--- config.mk ---
export PLATFORM = sky130hd
export DESIGN_NAME = i2c_xfer_seq
export DESIGN_NICKNAME = d
export VERILOG_FILES = /design/src/rtl/i2c_xfer_seq.sv
export SDC_FILE = /design/constraint.sdc
export NUM_CORES = 1
export LEC_CHECK = 0
export CORE_ASPECT_RATIO = 0.8
export CORE_MARGIN = 8
export CORE_UTILIZATION = 55
export CTS_CLUSTER_DIAMETER = 150
export DETAILED_ROUTE_END_ITERATION = 6
export GPL_ROUTABILITY_DRIVEN = 1
export PLACE_DENSITY = 0.91
export SLEW_MARGIN = 0
export SYNTH_ARGS = -nofsm -noshare
export SYNTH_HDL_FRONTEND = slang
export SYNTH_SLANG_ARGS = --single-unit
--- constraint.sdc ---
create_clock -name i_sysclk -period 3.2 [get_ports i_sysclk]
set_input_delay 0.48 -clock i_sysclk [delete_from_list [all_inputs] [get_ports i_sysclk]]
set_output_delay 0.48 -clock i_sysclk [all_outputs]
set_load 0.005 [all_outputs]
--- src/rtl/i2c_xfer_seq.sv ---
// i2c_xfer_seq: runs single-register I2C write/read transactions by driving the
// register interface of an I2C master controller (FDR/CR/SR/DR programming model).
module i2c_xfer_seq #(
    parameter logic [7:0]  FDR_VAL = 8'h00,
    parameter int unsigned RD_LAT  = 2,
    parameter int unsigned TIMEOUT = 4096
) (
    input  logic       i_sysclk,
    input  logic       i_reset,
    input  logic       i_req_valid,
    output logic       o_req_ready,
    input  logic       i_req_rw,
    input  logic [6:0] i_req_dev,
    input  logic [7:0] i_req_reg,
    input  logic [7:0] i_req_wdata,
    output logic       o_rsp_valid,
    output logic [7:0] o_rsp_rdata,
    output logic [1:0] o_rsp_err,
    output logic       o_wr_ena,
    output logic [4:0] o_wr_addr,
    output logic [7:0] o_wr_data,
    output logic       o_rd_ena,
    output logic [4:0] o_rd_addr,
    input  logic [7:0] i_rd_data
);

    localparam int unsigned STEP_W = 4;
    localparam int unsigned POLL_W = 16;
    localparam int unsigned LAT_W  = 8;

    localparam logic [4:0] ADDR_FDR = 5'h04;
    localparam logic [4:0] ADDR_CR  = 5'h08;
    localparam logic [4:0] ADDR_SR  = 5'h0C;
    localparam logic [4:0] ADDR_DR  = 5'h10;

    localparam logic [7:0] CR_IDLE   = 8'h80;
    localparam logic [7:0] CR_START  = 8'hB0;
    localparam logic [7:0] CR_RSTART = 8'hB4;
    localparam logic [7:0] CR_RX     = 8'hA8;

    localparam int unsigned SR_MAL  = 4;
    localparam int unsigned SR_MIF  = 1;
    localparam int unsigned SR_RXAK = 0;

    localparam logic [1:0] ERR_OK   = 2'd0;
    localparam logic [1:0] ERR_NACK = 2'd1;
    localparam logic [1:0] ERR_ARB  = 2'd2;
    localparam logic [1:0] ERR_TMO  = 2'd3;

    typedef enum logic [3:0] {
        RST, INIT_FDR, INIT_CR, IDLE, START, TX_BYTE, WAIT_RD, WAIT_SMP,
        CLR_IF, RSTART, SET_RX, DUMMY_RD, STOP, FINAL_RD, DONE
    } state_t;

    state_t              state, state_n;
    logic [STEP_W-1:0]   step, step_n;
    logic [POLL_W-1:0]   poll_cnt, poll_n;
    logic [LAT_W-1:0]    lat_cnt, lat_n;
    logic                rx_wait, rx_wait_n;
    logic                nack, nack_n;
    logic                rd_issued, rd_issued_n;
    logic                req_rw, rw_n;
    logic [6:0]          req_dev, dev_n;
    logic [7:0]          req_reg, reg_n;
    logic [7:0]          req_wdata, wdata_n;
    logic                ready_n, rsp_valid_n;
    logic [7:0]          rdata_n;
    logic [1:0]          err_n;
    logic                wr_ena_n, rd_ena_n;
    logic [4:0]          wr_addr_n, rd_addr_n;
    logic [7:0]          wr_data_n;
    logic                strobe_busy;

    // State that performs a given step of the transaction program.
    function automatic state_t step_state(input logic [STEP_W-1:0] s, input logic rw);
        case (s)
            4'd0:       step_state = START;
            4'd1, 4'd2: step_state = TX_BYTE;
            4'd3:       step_state = rw ? RSTART   : TX_BYTE;
            4'd4:       step_state = rw ? TX_BYTE  : STOP;
            4'd5:       step_state = rw ? SET_RX   : DONE;
            4'd6:       step_state = rw ? DUMMY_RD : DONE;
            4'd7:       step_state = rw ? STOP     : DONE;
            4'd8:       step_state = rw ? FINAL_RD : DONE;
            default:    step_state = DONE;
        endcase
    endfunction

    function automatic logic [7:0] tx_byte(input logic [STEP_W-1:0] s, input logic [6:0] dev,
                                           input logic [7:0] rg, input logic [7:0] wd);
        case (s)
            4'd1:    tx_byte = {dev, 1'b0};
            4'd2:    tx_byte = rg;
            4'd3:    tx_byte = wd;
            4'd4:    tx_byte = {dev, 1'b1};
            default: tx_byte = 8'h00;
        endcase
    endfunction

    // A strobe issued last cycle is still visible; hold off to leave an idle gap.
    assign strobe_busy = o_wr_ena | o_rd_ena;

    always_comb begin
        state_n     = state;
        step_n      = step;
        poll_n      = poll_cnt;
        lat_n       = lat_cnt;
        rx_wait_n   = rx_wait;
        nack_n      = nack;
        rd_issued_n = rd_issued;
        rw_n        = req_rw;
        dev_n       = req_dev;
        reg_n       = req_reg;
        wdata_n     = req_wdata;
        ready_n     = 1'b0;
        rsp_valid_n = 1'b0;
        rdata_n     = o_rsp_rdata;
        err_n       = o_rsp_err;
        wr_ena_n    = 1'b0;
        wr_addr_n   = o_wr_addr;
        wr_data_n   = o_wr_data;
        rd_ena_n    = 1'b0;
        rd_addr_n   = o_rd_addr;

        case (state)
            RST: state_n = INIT_FDR;
            INIT_FDR: if (!strobe_busy) begin
                wr_ena_n = 1'b1; wr_addr_n = ADDR_FDR; wr_data_n = FDR_VAL;
                state_n  = INIT_CR;
            end
            INIT_CR: if (!strobe_busy) begin
                wr_ena_n = 1'b1; wr_addr_n = ADDR_CR; wr_data_n = CR_IDLE;
                state_n  = IDLE;
            end
            IDLE: begin
                ready_n = 1'b1;
                if (o_req_ready && i_req_valid) begin
                    ready_n = 1'b0;
                    rw_n    = i_req_rw;
                    dev_n   = i_req_dev;
                    reg_n   = i_req_reg;
                    wdata_n = i_req_wdata;
                    err_n   = ERR_OK;
                    nack_n  = 1'b0;
                    step_n  = '0;
                    state_n = START;
                end
            end
            START, RSTART, SET_RX: if (!strobe_busy) begin
                wr_ena_n  = 1'b1;
                wr_addr_n = ADDR_CR;
                wr_data_n = (state == START) ? CR_START : (state == RSTART) ? CR_RSTART : CR_RX;
                step_n    = STEP_W'(step + 4'd1);
                state_n   = step_state(STEP_W'(step + 4'd1), req_rw);
            end
            TX_BYTE: if (!strobe_busy) begin
                wr_ena_n  = 1'b1;
                wr_addr_n = ADDR_DR;
                wr_data_n = tx_byte(step, req_dev, req_reg, req_wdata);
                step_n    = STEP_W'(step + 4'd1);
                poll_n    = '0;
                rx_wait_n = 1'b0;
                state_n   = WAIT_RD;
            end
            DUMMY_RD: if (!strobe_busy) begin
                rd_ena_n  = 1'b1;
                rd_addr_n = ADDR_DR;
                step_n    = STEP_W'(step + 4'd1);
                poll_n    = '0;
                rx_wait_n = 1'b1;
                state_n   = WAIT_RD;
            end
            WAIT_RD: if (!strobe_busy) begin
                rd_ena_n  = 1'b1;
                rd_addr_n = ADDR_SR;
                lat_n     = '0;
                state_n   = WAIT_SMP;
            end
            // Status is valid RD_LAT cycles after the read strobe.
            WAIT_SMP: begin
                if (32'(lat_cnt) == RD_LAT) begin
                    if (i_rd_data[SR_MAL]) begin
                        err_n   = ERR_ARB;
                        state_n = DONE;
                    end else if (i_rd_data[SR_MIF]) begin
                        nack_n  = !rx_wait && i_rd_data[SR_RXAK];
                        state_n = CLR_IF;
                    end else begin
                        poll_n = (poll_cnt == {POLL_W{1'b1}}) ? poll_cnt : POLL_W'(poll_cnt + 16'd1);
                        if (32'(poll_cnt) + 32'd1 >= TIMEOUT) begin
                            err_n   = ERR_TMO;
                            state_n = STOP;
                        end else begin
                            state_n = WAIT_RD;
                        end
                    end
                end else begin
                    lat_n = LAT_W'(lat_cnt + 8'd1);
                end
            end
            CLR_IF: if (!strobe_busy) begin
                wr_ena_n  = 1'b1;
                wr_addr_n = ADDR_SR;
                wr_data_n = 8'h00;
                if (nack) begin
                    err_n   = ERR_NACK;
                    nack_n  = 1'b0;
                    state_n = STOP;
                end else begin
                    state_n = step_state(step, req_rw);
                end
            end
            STOP: if (!strobe_busy) begin
                wr_ena_n  = 1'b1;
                wr_addr_n = ADDR_CR;
                wr_data_n = CR_IDLE;
                if (o_rsp_err != ERR_OK) begin
                    state_n = DONE;
                end else begin
                    step_n  = STEP_W'(step + 4'd1);
                    state_n = step_state(STEP_W'(step + 4'd1), req_rw);
                end
            end
            FINAL_RD: begin
                if (!rd_issued) begin
                    if (!strobe_busy) begin
                        rd_ena_n    = 1'b1;
                        rd_addr_n   = ADDR_DR;
                        rd_issued_n = 1'b1;
                        lat_n       = '0;
                    end
                end else if (32'(lat_cnt) == RD_LAT) begin
                    rdata_n     = i_rd_data;
                    rd_issued_n = 1'b0;
                    state_n     = DONE;
                end else begin
                    lat_n = LAT_W'(lat_cnt + 8'd1);
                end
            end
            DONE: begin
                rsp_valid_n = 1'b1;
                state_n     = IDLE;
            end
            default: state_n = RST;
        endcase
    end

    always_ff @(posedge i_sysclk) begin
        if (i_reset) begin
            state       <= RST;
            step        <= '0;
            poll_cnt    <= '0;
            lat_cnt     <= '0;
            rx_wait     <= 1'b0;
            nack        <= 1'b0;
            rd_issued   <= 1'b0;
            req_rw      <= 1'b0;
            req_dev     <= '0;
            req_reg     <= '0;
            req_wdata   <= '0;
            o_req_ready <= 1'b0;
            o_rsp_valid <= 1'b0;
            o_rsp_rdata <= 8'h00;
            o_rsp_err   <= ERR_OK;
            o_wr_ena    <= 1'b0;
            o_wr_addr   <= '0;
            o_wr_data   <= '0;
            o_rd_ena    <= 1'b0;
            o_rd_addr   <= '0;
        end else begin
            state       <= state_n;
            step        <= step_n;
            poll_cnt    <= poll_n;
            lat_cnt     <= lat_n;
            rx_wait     <= rx_wait_n;
            nack        <= nack_n;
            rd_issued   <= rd_issued_n;
            req_rw      <= rw_n;
            req_dev     <= dev_n;
            req_reg     <= reg_n;
            req_wdata   <= wdata_n;
            o_req_ready <= ready_n;
            o_rsp_valid <= rsp_valid_n;
            o_rsp_rdata <= rdata_n;
            o_rsp_err   <= err_n;
            o_wr_ena    <= wr_ena_n;
            o_wr_addr   <= wr_addr_n;
            o_wr_data   <= wr_data_n;
            o_rd_ena    <= rd_ena_n;
            o_rd_addr   <= rd_addr_n;
        end
    end

endmodule
==> impl_metrics.py <==
metrics = {
    "status": {
        "status": "complete, no violations",
    },
    "routing": {
        "firstDrtPassIters": 5,
        "num_vias": 4963,
        "drt_iter0_markers": 577,
        "drc": 0,
        "routedWlPerCell_um": 17.1,
        "viasPerCell": 6.36,
        "totalWireLength_um": 13300,
        "detail-route-antenna-nets": 0,
    },
    "grt": {
        "antenna_found_initial": 0,
        "grt_pass1_wl_um": 21700,
        "grt_max_degree": 48,
        "track_usage": 0.215,
        "grt_pass1_vias": 4586,
        "gr-total-overflow": 0,
    },
    "finish": {
        "post-route-cell-area_um2": 5740,
        "seq_area_um2": 1720,
        "top_register": "poll_cnt",
        "drive_gt1_frac": 0.0704,
        "num-nets-final": 708,
        "largest_register_ffs": 16,
        "areaGrowthSynthToFinish_pct": 17.1,
        "stdcell_count": 780,
        "multi_input_area_um2": 2910,
        "insertedDiodeCount": 0,
        "fillCellCount": 678,
    },
    "sta": {
        "maxSlewViolCount": 0,
        "slew_headroom": 0.289,
        "finalSetupTns_ps": 0,
        "fin_crit_ps": 2590,
        "worst_pin_slew_ps": 1050,
        "rsz0062_at_grt": "false",
        "finalClockSkew_ps": 8.35,
        "period_share": 0.809,
        "setup_viol": 0,
        "hold_viol_final": 0,
        "timing.fmax_mhz": 386,
    },
    "job": {
        "maxCapViolCount": 0,
    },
    "floorplanning": {
        "row_count": 30,
        "design.core.area_um2": 8560,
        "initial_core_util": 0.573,
        "die_w_um": 122,
        "die_area_um2": 12200,
        "ios": 67,
        "die-height_um": 100,
    },
    "place": {
        "post_dp_cell_area_um2": 5540,
        "io_buffers": 62,
        "gp_congestion": 0.923,
        "placed_cells": 764,
        "dp_hpwl_um": 9470,
    },
    "power": {
        "p_sw_frac": 0.369,
        "power_frac_comb": 0.338,
        "p_leak_nw": 2.03,
        "ir_drop_uv": 411,
        "power.switching_mw": 1.15,
        "power_frac_seq": 0.399,
        "power_density_nw_per_um2": 542,
        "p_clk_frac": 0.262,
        "p_int_mw": 1.96,
    },
    "worst_hold_path": {
        "hold_path.class": "reg -> reg",
    },
    "synthesis": {
        "synth_edf_count": 0,
        "syn_avg_cell_area_um2": 7.88,
        "synth_common_cells": "dfxtp_1, nand2_1, nor2_1",
        "seq_area_frac_synth": 0.351,
        "synth.most_common_cell": "dfxtp_1",
        "synth_top_cell_area_share": 0.351,
        "ys_types": 78,
        "synthFlopType": "dfxtp_1",
        "synth_warnings": 0,
        "ys_async_sr_fraction": 0,
        "synth_top_cell_by_area": "dfxtp_1",
        "synthesis.area_um2": 4900,
        "ys_top_cells_by_area": "dfxtp_1, nand2_1, a21oi_1, nor2_1, mux2i_1",
        "ys_ff_latch": 86,
        "postSynthCellCount": 622,
    },
    "setup_path": {
        "cp-start-kind": "flop",
        "crit_type": "reg -> reg",
        "cp-end-kind": "flop",
        "cp_data_arrival_time_ps": 2890,
        "worstPathRequired_ps": 3500,
        "crit_fanout": 19,
    },
    "cts": {
        "post_cts_resized": 0,
        "cts_root_buf": "clkbuf_8",
        "ctsHoldBuffers": 0,
        "numCtsBuffers": 9,
        "clock_path_buffers": 2,
        "clk-insertion-delay-late_ps": 370,
        "htree_levels": 3,
        "cts_num_sinks": 86,
        "cts_tree": "built",
        "post-cts-setup-buffers": 0,
        "path_clk_slew_ps": 90,
    },
}
==> routing by layer <==
| layer | vias up | track usage | routed length (um) |
|---|---|---|---|
| met1 | 2314 | 0.278 | 5690 |
| met3 | 35 | 0.0511 | 1300 |
| met4 | 0 | 0.0738 | 276 |
| li1 | 2338 | - | - |
| met5 | - | 0 | 0 |
| met2 | 276 | 0.342 | 6080 |
==> layout make-up <==
type                    count  share of cell area
clock buffers               9              0.0216
clock inverters             7              0.0140
inverters                  10             0.00654
multi-input cells         481               0.507
flip-flops and latches     86               0.300
well taps                 112              0.0244
repair buffers             75               0.126
==> power groups by stage <==
stage               registers (mW)  logic [mW]  clock network (mW)
finish                        1.24        1.05               0.816
global route                  1.25        1.15               0.862
CTS                           1.23        1.03               0.826
detailed placement            1.26        1.02                   0
global placement              1.26       0.992                   0
floorplan                     1.19       0.769                   0
==> layout by cell type (no fill, tap or decap), drive strengths merged, types with 3 or more instances in the layout <==
cell,n
a21oi,59
nor2,69
xor2,15
a311oi,7
and3,11
nand3,14
o21ai,28
or3,14
a222oi,7
conb,4
a21boi,3
a41oi,3
nor4,7
a31oi,5
buf,14
mux2i,17
nor2b,13
inv,14
nand4b,3
and2,4
or2,4
clkdlybuf4s50,61
nand3b,3
nand2,79
o211ai,3
ha,10
a211oi,7
o2bb2ai,4
dfxtp,86
nand2b,10
o22ai,5
clkbuf,9
nor3,15
nand4,13
==> critical path, stage by stage, from the launching register on <==
cell and delay (ps):
dfxtp_1 550, ha_1 640, inv_1 290, nor3_1 190
buf_4 190, a222oi_1 110, or3_1 400, a21oi_1 150
==> stage by stage <==
stage	worst slack (ps)	hold WS (ps)	utilization	power, mW
final	611	464	0.671	3.11
after global routing	350	483	0.671	3.26
after CTS	648	465	0.671	3.09
after detailed placement	681	452	0.647	2.28
after global placement	772	441	0.647	2.25
after floorplan	837	436	-	1.96
==> final timing paths <==
check / startpoint / slack [ps] / depth (start not counted) / endpoint
max: step[1] / 610 / 7 / o_wr_data[6]
min: req_wdata[0] / 460 / 2 / req_wdata[0]
max reg2reg: step[1] / 610 / 7 / o_wr_data[6]
min reg2reg: req_wdata[0] / 460 / 2 / req_wdata[0]
==> cell families (layout without fill, tap and decap cells) <==
family / Yosys count / in the layout / share of synthesized area
buffers and inverters: 58 / 101 / 0.0574
xor gates and xnor gates: 16 / 16 / 0.0286
other: 1 / 4 / 0.000765
DFF: 86 / 86 / 0.351
muxes: 17 / 17 / 0.0347
AOI/OAI and AO/OA: 162 / 162 / 0.222
and+or+nand+nor: 272 / 272 / 0.279
adders and majority gates: 10 / 10 / 0.0255
No activity file was read; power rests on OpenSTA's default activity.
